==> src/rtl/tt_dfd_fifo_mn_drain_pkg.sv <==
// Shared types for the multi-port FIFO drain block.
`default_nettype none

package tt_dfd_drain_pkg;

  typedef enum logic [1:0] {
    IDLE  = 2'd0,
    ACCUM = 2'd1,
    FLUSH = 2'd2
  } drain_state_e;

endpackage

`default_nettype wire

==> src/rtl/tt_dfd_fifo_mn_drain_if.sv <==
// FIFO-side and output-side handshake bundle of the drain block.
`default_nettype none

interface tt_dfd_fifo_mn_drain_if #(
  parameter int DATA_WIDTH = 4,
  parameter int NUM_RD     = 2,
  parameter int CNT_W      = 4
);

  logic [CNT_W-1:0]                   fifo_cnt;
  logic [NUM_RD-1:0][DATA_WIDTH-1:0]  fifo_data;
  logic [NUM_RD-1:0]                  fifo_pop;
  logic                               valid;
  logic                               ready;
  logic [NUM_RD*DATA_WIDTH-1:0]       data;
  logic [NUM_RD-1:0]                  mask;

  modport master (
    input  fifo_cnt, fifo_data, ready,
    output fifo_pop, valid, data, mask
  );

  modport slave (
    output fifo_cnt, fifo_data, ready,
    input  fifo_pop, valid, data, mask
  );

endinterface

`default_nettype wire

==> src/rtl/tt_dfd_fifo_mn_drain_timer.sv <==
// Saturating partial-group timeout counter; limit of zero never expires.
`default_nettype none

module tt_dfd_drain_timer #(
  parameter int TMO_W = 8
) (
  input  logic             i_clk,
  input  logic             i_reset,
  input  logic             clear_i,
  input  logic             inc_i,
  input  logic [TMO_W-1:0] limit_i,
  output logic             expired_o
);

  logic [TMO_W-1:0] count_q;
  logic [TMO_W-1:0] count_d;

  always_comb begin
    count_d = count_q;
    if (clear_i) begin
      count_d = '0;
    end else if (inc_i && (count_q != '1)) begin
      count_d = count_q + 1'b1;
    end
  end

  always_ff @(posedge i_clk) begin
    if (i_reset) begin
      count_q <= '0;
    end else begin
      count_q <= count_d;
    end
  end

  assign expired_o = (limit_i != '0) && (count_q == limit_i);

endmodule

`default_nettype wire

==> src/rtl/tt_dfd_fifo_mn_drain.sv <==
// tt_dfd_fifo_mn_drain: groups NUM_RD FIFO entries per output beat, with
// timeout/flush draining of partial groups. Rev 1.0
`default_nettype none

module tt_dfd_fifo_mn_drain
  import tt_dfd_drain_pkg::*;
#(
  parameter int DATA_WIDTH = 4,
  parameter int ENTRIES    = 8,
  parameter int NUM_RD     = 2,
  parameter int CNT_W      = $clog2(ENTRIES) + 1,
  parameter int TMO_W      = 8
) (
  input  logic                    i_clk,
  input  logic                    i_reset,
  tt_dfd_fifo_mn_drain_if.master  bus,
  input  logic                    i_enable,
  input  logic                    i_flush,
  input  logic [TMO_W-1:0]        i_timeout,
  output logic                    o_flush_done
);

  localparam int KW = $clog2(NUM_RD + 1);

  drain_state_e                 state_q, state_d;
  logic                         valid_q, valid_d;
  logic [NUM_RD*DATA_WIDTH-1:0] data_q, data_d;
  logic [NUM_RD-1:0]            mask_q, mask_d;

  logic              free;
  logic              flush_pend;
  logic              expired;
  logic              cnt_full;
  logic              cnt_partial;
  logic              pop_ok;
  logic              pop_fire;
  logic              empties;
  logic              timer_clr;
  logic              timer_inc;
  logic [KW-1:0]     k;
  logic [NUM_RD-1:0] pop;

  assign free        = !valid_q || bus.ready;
  assign flush_pend  = (state_q == FLUSH);
  // An illegal over-range count is treated as a full group.
  assign cnt_full    = (int'(bus.fifo_cnt) >= NUM_RD) || (int'(bus.fifo_cnt) > ENTRIES);
  assign cnt_partial = (bus.fifo_cnt != '0) && !cnt_full;
  assign pop_ok      = !i_reset && free && (i_enable || flush_pend);

  always_comb begin
    k = '0;
    if (cnt_full) begin
      k = KW'(NUM_RD);
    end else if (cnt_partial && (expired || flush_pend)) begin
      k = KW'(bus.fifo_cnt);
    end
  end

  always_comb begin
    pop = '0;
    for (int j = 0; j < NUM_RD; j++) begin
      pop[j] = pop_ok && (j < int'(k));
    end
  end

  assign pop_fire = |pop;
  assign empties  = pop_fire && !(int'(bus.fifo_cnt) > ENTRIES) &&
                    (int'(bus.fifo_cnt) == int'(k));

  always_comb begin
    state_d = state_q;
    case (state_q)
      IDLE: begin
        if (i_flush) begin
          state_d = FLUSH;
        end else if (cnt_partial) begin
          state_d = ACCUM;
        end
      end
      ACCUM: begin
        if (i_flush) begin
          state_d = FLUSH;
        end else if (empties || (bus.fifo_cnt == '0)) begin
          state_d = IDLE;
        end
      end
      FLUSH: begin
        // Completion wins over a repeated flush request, which is absorbed.
        if ((bus.fifo_cnt == '0) && !valid_q) begin
          state_d = IDLE;
        end
      end
      default: state_d = IDLE;
    endcase
  end

  assign o_flush_done = !i_reset && flush_pend && (bus.fifo_cnt == '0) && !valid_q;

  assign timer_clr = pop_fire || (state_q != ACCUM) || (state_d != ACCUM);
  assign timer_inc = (state_q == ACCUM) && free && i_enable;

  tt_dfd_drain_timer #(
    .TMO_W (TMO_W)
  ) u_timer (
    .i_clk     (i_clk),
    .i_reset   (i_reset),
    .clear_i   (timer_clr),
    .inc_i     (timer_inc),
    .limit_i   (i_timeout),
    .expired_o (expired)
  );

  always_comb begin
    valid_d = valid_q;
    data_d  = data_q;
    mask_d  = mask_q;
    if (pop_fire) begin
      valid_d = 1'b1;
      mask_d  = pop;
      for (int j = 0; j < NUM_RD; j++) begin
        data_d[j*DATA_WIDTH +: DATA_WIDTH] = pop[j] ? bus.fifo_data[j] : '0;
      end
    end else if (bus.ready) begin
      valid_d = 1'b0;
    end
  end

  always_ff @(posedge i_clk) begin
    if (i_reset) begin
      state_q <= IDLE;
      valid_q <= 1'b0;
      data_q  <= '0;
      mask_q  <= '0;
    end else begin
      state_q <= state_d;
      valid_q <= valid_d;
      data_q  <= data_d;
      mask_q  <= mask_d;
    end
  end

  assign bus.fifo_pop = pop;
  assign bus.valid    = valid_q;
  assign bus.data     = data_q;
  assign bus.mask     = mask_q;

endmodule

`default_nettype wire
==> src/flat_wrapper.sv <==
// flat-port wrapper written by rule: the top's interface ports become plain ports
module tt_dfd_fifo_mn_drain_flat import tt_dfd_drain_pkg::*;
#(
  parameter int DATA_WIDTH = 4,
  parameter int ENTRIES    = 8,
  parameter int NUM_RD     = 2,
  parameter int CNT_W      = $clog2(ENTRIES) + 1,
  parameter int TMO_W      = 8
)
  (i_clk, i_reset, i_enable, i_flush, i_timeout, o_flush_done, bus_fifo_cnt, bus_fifo_data, bus_ready, bus_fifo_pop, bus_valid, bus_data, bus_mask);
  tt_dfd_fifo_mn_drain_if #(.DATA_WIDTH(DATA_WIDTH), .NUM_RD(NUM_RD), .CNT_W(CNT_W)) bus_i ();
  input  logic i_clk;
  input  logic i_reset;
  input  logic i_enable;
  input  logic i_flush;
  input  logic [TMO_W-1:0] i_timeout;
  output logic o_flush_done;
  input wire logic [$bits(bus_i.fifo_cnt)-1:0] bus_fifo_cnt;
  input wire logic [$bits(bus_i.fifo_data)-1:0] bus_fifo_data;
  input wire logic [$bits(bus_i.ready)-1:0] bus_ready;
  output wire logic [$bits(bus_i.fifo_pop)-1:0] bus_fifo_pop;
  output wire logic [$bits(bus_i.valid)-1:0] bus_valid;
  output wire logic [$bits(bus_i.data)-1:0] bus_data;
  output wire logic [$bits(bus_i.mask)-1:0] bus_mask;
  assign bus_i.fifo_cnt = bus_fifo_cnt;
  assign bus_i.fifo_data = bus_fifo_data;
  assign bus_i.ready = bus_ready;
  assign bus_fifo_pop = bus_i.fifo_pop;
  assign bus_valid = bus_i.valid;
  assign bus_data = bus_i.data;
  assign bus_mask = bus_i.mask;
  tt_dfd_fifo_mn_drain #(.DATA_WIDTH(DATA_WIDTH), .ENTRIES(ENTRIES), .NUM_RD(NUM_RD), .CNT_W(CNT_W), .TMO_W(TMO_W)) u_core (.i_clk(i_clk), .i_reset(i_reset), .bus(bus_i), .i_enable(i_enable), .i_flush(i_flush), .i_timeout(i_timeout), .o_flush_done(o_flush_done));
endmodule
==> config.mk <==
export PLATFORM = sky130hd
export DESIGN_NAME = tt_dfd_fifo_mn_drain_flat
export DESIGN_NICKNAME = d
export VERILOG_FILES = /design/src/rtl/tt_dfd_fifo_mn_drain_pkg.sv /design/src/rtl/tt_dfd_fifo_mn_drain_if.sv /design/src/rtl/tt_dfd_fifo_mn_drain_timer.sv /design/src/rtl/tt_dfd_fifo_mn_drain.sv /design/src/flat_wrapper.sv
export SDC_FILE = /design/constraint.sdc
export NUM_CORES = 1
export LEC_CHECK = 0
export CORE_MARGIN = 3
export CORE_UTILIZATION = 45
export DETAILED_ROUTE_END_ITERATION = 7
export DONT_BUFFER_PORTS = 1
export GPL_ROUTABILITY_DRIVEN = 0
export PLACE_DENSITY = 0.67
export SLEW_MARGIN = 20
export SYNTH_ARGS = -nofsm -noshare
export SYNTH_HDL_FRONTEND = slang
export SYNTH_SLANG_ARGS = --single-unit
==> constraint.sdc <==
create_clock -name i_clk -period 2.35 [get_ports i_clk]
set_input_delay 0.47 -clock i_clk [delete_from_list [all_inputs] [get_ports i_clk]]
set_output_delay 0.47 -clock i_clk [all_outputs]
set_load 0.01 [all_outputs]
## Yosys cells after proc, flatten, opt, wreduce, memory -nomap -nowiden

Cells that the tools add are included.

| operators by class | value |
|---|---|
| add/sub/neg operators | 1 |
| magnitude comparators | 4 |
| equal/unequal tests | 7 |
| muxes and demuxes | 12 |
| reduce and logical (&&, ||, !) cells | 34 |

Operators with widths:

| cell | number |
|---|---|
| $logic_and 1x1->1 | 16 |
| $mux 2 | 7 |
| $add 8x1->8 const B | 1 |
| $eq 8x8->1 | 1 |
| $mux 4 | 2 |
| $ne 8x8->1 const B | 1 |
| $reduce_bool 8->1 | 1 |
| $logic_or 1x1->1 | 7 |
| $pmux 2 s3 | 1 |
| $eq 4x3->1 | 1 |
| $ge 4x2->1 const B | 1 |
| $gt 4x4->1 const B | 1 |
| $logic_not 1->1 | 4 |
| $logic_not 4->1 | 1 |
| $lt 1x2->1 const A | 2 |
| $ne 2x1->1 const B | 2 |
| $reduce_bool 4->1 | 1 |
| $reduce_or 2->1 | 2 |
| $eq 2x1->1 const B | 1 |
| $eq 2x2->1 const B | 1 |
| $logic_not 2->1 | 1 |
| $mux 1 | 2 |
| $reduce_bool 2->1 | 1 |

| storage, ports and cells | value |
|---|---|
| flip-flop bits (word level) | 21 |
| output and inout bits | 14 |

## Logic depth before layout (Yosys ltp)

Gate-level depths: netlist of the first run.

| depth | value |
|---|---|
| depth in word-level cells | 19 |
| depth in mapped cells | 7 |
| mapped depth without buffers | 6 |

## Hierarchy

Synthesis of the first run repeated with hierarchy kept, for this count alone.

| second synthesis, totals | value |
|---|---|
| cell total of the unflattened synthesis | 121 |
| area, all modules | 1,161.1 sq um |

Modules (own cells, without submodules):

| module | instances | cells an instance | area an instance (sq um) |
|---|---|---|---|
| tt_dfd_fifo_mn_drain | 1 | 58 | 609.3 |
| tt_dfd_drain_timer | 1 | 63 | 551.8 |

## Least setup slack after synthesis of the first run

No wires, ideal clock.

| path | value |
|---|---|
| path kind | input -> output |
| start | input port bus_fifo_cnt[2] |
| end | output port bus_fifo_pop[0] |
| arrival | 1.601 ns |
| data required time | 1.880 ns |
| path slack | 0.279 ns |
| stages on the path | 6 |
| buffers on the path | 1 |
| cell sequence | or4_4 o2bb2ai_1 nand2_2 and2_4 buf_6 inv_1 |

| between the ends | value |
|---|---|
| longest elaborated chain between the ends | 9 |
| elaborated cells on any way between the ends | 11 |
| those cells by class | 3 x order compare; 2 x mux; 6 x reduce/logical |

RTL lines:

| what | line | text |
|---|---|---|
| start: declaration | flat_wrapper.sv:18 | `input wire logic [$bits(bus_i.fifo_cnt)-1:0] bus_fifo_cnt;` |
| $ge 4x2->1 / $gt 4x4->1 (equally long branches) | tt_dfd_fifo_mn_drain.sv:46 | `assign cnt_full = (int'(bus.fifo_cnt) >= NUM_RD) \|\| (int'(bus.fifo_cnt) > ENTRIES);` |
| $logic_or 1x1->1 | tt_dfd_fifo_mn_drain.sv:46 |  |
| $logic_not 1->1 | tt_dfd_fifo_mn_drain.sv:47 | `assign cnt_partial = (bus.fifo_cnt != '0) && !cnt_full;` |
| $logic_and 1x1->1 | tt_dfd_fifo_mn_drain.sv:47 |  |
| $logic_and 1x1->1 | tt_dfd_fifo_mn_drain.sv:54 | `end else if (cnt_partial && (expired \|\| flush_pend)) begin` |
| $mux 2 | tt_dfd_fifo_mn_drain.sv:54 |  |
| $mux 2 (*) | tt_dfd_fifo_mn_drain.sv:52 | `if (cnt_full) begin` |
| $lt 1x2->1 (*) | tt_dfd_fifo_mn_drain.sv:62 | `pop[j] = pop_ok && (j < int'(k));` |
| $logic_and 1x1->1 (*) | tt_dfd_fifo_mn_drain.sv:62 |  |
| end: declaration | flat_wrapper.sv:21 | `output wire logic [$bits(bus_i.fifo_pop)-1:0] bus_fifo_pop;` |

Every way passes the cells marked *; elsewhere a longest branch is shown, timed or not.

## Final worst setup path of the first run

| path | value |
|---|---|
| start | register u_core.u_timer.count_q[3] |
| end | output port bus_fifo_pop[0] |

| between the ends | value |
|---|---|
| longest elaborated chain between the ends | 8 |

RTL lines:

| what | line | text |
|---|---|---|
| start: declaration | tt_dfd_fifo_mn_drain_timer.sv:15 | `logic [TMO_W-1:0] count_q;` |
| start signal: assignment | tt_dfd_fifo_mn_drain_timer.sv:31 | `count_q <= count_d;` |
| $eq 8x8->1 | tt_dfd_fifo_mn_drain_timer.sv:35 | `assign expired_o = (limit_i != '0) && (count_q == limit_i);` |
| $logic_and 1x1->1 | tt_dfd_fifo_mn_drain_timer.sv:35 |  |
| $logic_or 1x1->1 | tt_dfd_fifo_mn_drain.sv:54 |  |
| $logic_and 1x1->1 | tt_dfd_fifo_mn_drain.sv:54 |  |
| $mux 2 | tt_dfd_fifo_mn_drain.sv:54 |  |
| $mux 2 | tt_dfd_fifo_mn_drain.sv:52 |  |
| $lt 1x2->1 | tt_dfd_fifo_mn_drain.sv:62 |  |
| $logic_and 1x1->1 | tt_dfd_fifo_mn_drain.sv:62 |  |

No other way between the ends.

==> reports/results.md, run 1 <==
| Stage | Parameter | Reported |
|---|---|---|
| global routing | Global route total overflow | 0 |
| setup path | Reg-to-Reg End | u_core.bus.data[6] |
| drt | Detailed-routing iteration count for the pre-antenna-repair pass | 4 |
| final layout | Proportion of layout cells with a drive suffix above 1 | 0.1985 |
| global routing | Vias in the first global route | 888 |
| sta | Skew final | 5.612 ps |
| global routing | Maximum number of pins on one net before global-route repair | 13 |
| run status | Run status | finished clean |
| drt | Violation count after the first detailed-route iteration | 38 |
| clock network | Clock transition at the registers of the reported paths | 120 ps |
| clock network | CTS resizes | 0 |
| sta | Worst slew margin relative to its limit | 0.6454 |
| drt | Post-DR wirelength/cell | 16.00 um |
| final layout | Diode insertion count for antenna repair | 0 |
| yosys | Post-synthesis sequential area ratio | 0.3644 |
| yosys | Synth warn | 0 |
| setup path | Data arrival at the endpoint of the critical path | 1760 ps |
| yosys | Commonest register cell after synthesis | dfxtp_1 |
| die | Width of the die | 56.63 um |
| setup path | Worst reg2reg path depth | 5 |
| die | Number of placement rows | 17 |
| setup path | FF-to-FF setup slack | 640 ps |
| drt | Remaining design rule violation count | 0 |
| die | Die height | 56.63 um |
| setup path | Critical setup path kind | flip-flop to primary output |
| clock network | TritonCTS clock tree | done |
| sta | Count of pins over their slew limit | 0 |
| setup path | Type of destination of the critical path | primary output |
| placed design | IO buf count | 0 |
| yosys | Number of distinct standard cells referenced by the synthesized netlist | 40 |
| clock network | Clock network latency to the later pin of the worst-skew pair | 310 ps |
| yosys | Cells after synthesis | 125 |
| clock network | Num CTS Buffers | 3 |
| run | Max_cap viols | 0 |
| clock network | Buffer cell driving the clock tree root | clkbuf_4 |
| pwr | Worst supply voltage drop on vdd | 0.3845 mV |
| global routing | Total track usage | 0.1613 |
| drt | DR vias | 951 |
| final layout | FF/Latch Area | 421.7 um2 |
| clock network | Hold buffers post-CTS | 0 |
| drt | Average vias per placed instance | 5.981 |
| sta | Final setup vio count | 0 |
| yosys | Mean area per synthesized cell | 9.229 um2 |
| yosys | Post-synthesis net count | 151 |
| die | Standard cell core area | 2318 um2 |
| final layout | Net count, final | 158 |
| global routing | Number of antenna violations at the first check in global routing | 0 |
| clock network | CTS sink count | 21 |
| clock network | # H-tree levels | 1 |
| sta | Minimum period implied by the final worst setup slack | 2233 ps |
| sta | Worst-Margin Slew | 527.0 ps |
| drt | ANT nets after route | 0 |
| setup path | Critical path required time | 1880 ps |
| setup path | Startpoint type of the worst setup path | flip-flop |
| die | Count of boundary I/O pins | 39 |
| clock network | Clock Path Buffers | 2 |
| final layout | Total area of multi-input combinational cells | 704.4 um2 |
| setup path | Critical path fanouts, max | 11 |
| yosys | Flip-flop and latch count after synthesis | 21 |
| hold path | Hold-critical path depth | 1 |
| hold path | Worst hold-check path type | input pin to flip-flop |
| yosys | Synth Cell Area | 1154 um2 |
| die | Overall die area | 3207 um2 |
| hold path | Hold path startpoint | i_reset |
| drt | Detailed-route wire length | 2.544 mm |
| final layout | Filler Cells Inserted | 212 |
| pwr | Leakage dissipation | 0.0005084 uW |
| global routing | Wire length of the first global-routing pass | 4.133 mm |
| sta | Fmax | 447.8 MHz |
| setup path | Worst r2r src | u_core.u_timer.count_q[3] |
| hold path | Destination of the worst hold path | u_core.state_q[1] |
| final layout | P&R area growth vs syn | 6.941% |
| die | Starting Density | 0.4976 |
| sta | Setup TNS | 0 ps |
| sta | Hold violation count in the final report | 0 |
| yosys | Number of flops mapped to enable cells by yosys | 0 |
| sta | Unrepaired setup endpoints after global routing | no |
| yosys | Proportion of register bits with asynchronous set or reset after synthesis | 0 |
| pwr | Pwr/cell area | 533.5 nW/um2 |
| placed design | Detailed placement HPWL | 2.066 mm |
| clock network | Post-CTS Setup Inserts | 0 |
| sta | Portion of the clock cycle consumed by the worst path in the final layout | 0.9503 |
| pwr | Overall power consumption | 658.2 uW |
-- power by group --
group / internal [uW] / switching (uW) / total [uW]
clock network: 63.5 / 115 / 178
logic: 38.9 / 40.4 / 79.2
registers: 376 / 24.8 / 401
-- routing by layer --
layer | wire [um] | up-vias | part of all wire | track usage
met4 | 12 | 0 | 0.0047 | 0.03051
met1 | 1074 | 436 | 0.42 | 0.2039
met5 | 0 | - | 0 | 0
met2 | 1265 | 31 | 0.50 | 0.2657
li1 | - | 482 | - | -
met3 | 191 | 2 | 0.075 | 0.05517
-- flip-flops by register name, summed over array words and instances (netlist names) --
register / cells
u_core.bus.data: 8
u_core.u_timer.count_q: 8
u_core.bus.mask: 2
u_core.state_q: 2
u_core.bus.valid: 1
-- area by class of cell --
class                   instances  share of cell area
inverters                       4             0.01217
repair buffers                  4             0.02434
clock inverters                 1            0.004057
clock buffers                   3             0.01826
well taps                      28             0.02840
multi-input cells              98              0.5710
flip-flops and latches         21              0.3418
-- critical path, stage by stage (launching register included) --
cell      delay, ps
dfxtp_2         380
xor2_1          190
nor4_4          360
nand4b_4        190
and2_4          240
inv_1           100
-- Yosys cell counts (3+ instances only) --
library cell / count / share of area
a31o_2: 4 / 0.030
nor3_1: 5 / 0.022
xor2_1: 12 / 0.091
nor2_1: 11 / 0.036
inv_1: 3 / 0.0098
nor4_1: 4 / 0.022
dfxtp_1: 21 / 0.36
a21oi_1: 4 / 0.017
nand2b_1: 5 / 0.027
nand2_1: 4 / 0.013
a21boi_0: 4 / 0.026
and3_1: 5 / 0.027
nand4_1: 4 / 0.022
nand3_1: 8 / 0.035
a32o_2: 3 / 0.029
-- cell usage in the layout, fill, tap and decap left out, types with 2 or more instances in the layout --
cell type	synthesis	final
nand2_1	4	4
xor2_1	12	12
a21boi_0	4	4
dfxtp_1	21	20
nor4_1	4	4
nand2b_1	5	5
clkbuf_4	0	3
o2111ai_1	2	2
o21ai_0	2	2
nor2_1	11	11
nor3_1	5	5
and3_1	5	5
a21oi_1	4	4
a32o_2	3	3
buf_4	0	4
a31o_2	4	4
inv_1	3	3
nand4_1	4	4
nand3_1	8	8
-- worst max-delay path by stage --
stage,from,end,slack [ps],cells past startpoint
after global routing,u_core.u_timer.count_q[3],bus_fifo_pop[0],3,5
after global placement,bus_fifo_cnt[2],bus_fifo_pop[0],280,5
after floorplan,bus_fifo_cnt[2],bus_fifo_pop[0],280,6
after CTS,u_core.state_q[1],bus_fifo_pop[0],80,5
final,u_core.u_timer.count_q[3],bus_fifo_pop[0],120,5
after detailed placement,bus_fifo_cnt[2],bus_fifo_pop[0],250,5
-- stage by stage --
step / util / cell area, um2 / hold slack, ps / std cells / setup slack [ps]
after CTS: 0.5305 / 1230 / 204.5 / 159 / 79.12
after global routing: 0.5321 / 1234 / 188.2 / 159 / 2.578
final: 0.5321 / 1234 / 214.1 / 159 / 116.8
after global placement: 0.5186 / 1202 / 485.7 / 155 / 279.2
after floorplan: - / 1154 / 463.5 / 125 / 278.6
after detailed placement: 0.5186 / 1202 / 487.4 / 155 / 248.8
-- kinds of logic after synthesis --
group                      synth area share
muxes                               0.01844
buffers and inverters               0.02711
DFF                                  0.3644
adders and majority gates           0.01084
xor gates and xnor gates            0.09111
and+or+nand+nor                      0.3124
AOI/OAI and AO/OA                    0.1757
No activity file was read; power rests on OpenSTA's default activity.
==> run 2: changes to the inputs <==
--- a/config.mk
+++ b/config.mk
@@ -9,9 +9,9 @@
 export CORE_UTILIZATION = 45
 export DETAILED_ROUTE_END_ITERATION = 7
 export DONT_BUFFER_PORTS = 1
-export GPL_ROUTABILITY_DRIVEN = 0
 export PLACE_DENSITY = 0.67
 export SLEW_MARGIN = 20
 export SYNTH_ARGS = -nofsm -noshare
 export SYNTH_HDL_FRONTEND = slang
 export SYNTH_SLANG_ARGS = --single-unit
+export TNS_END_PERCENT = 5
==> results of run 2 <==
Same layout as run 1: the final DEF is identical, and so are final timing and power.
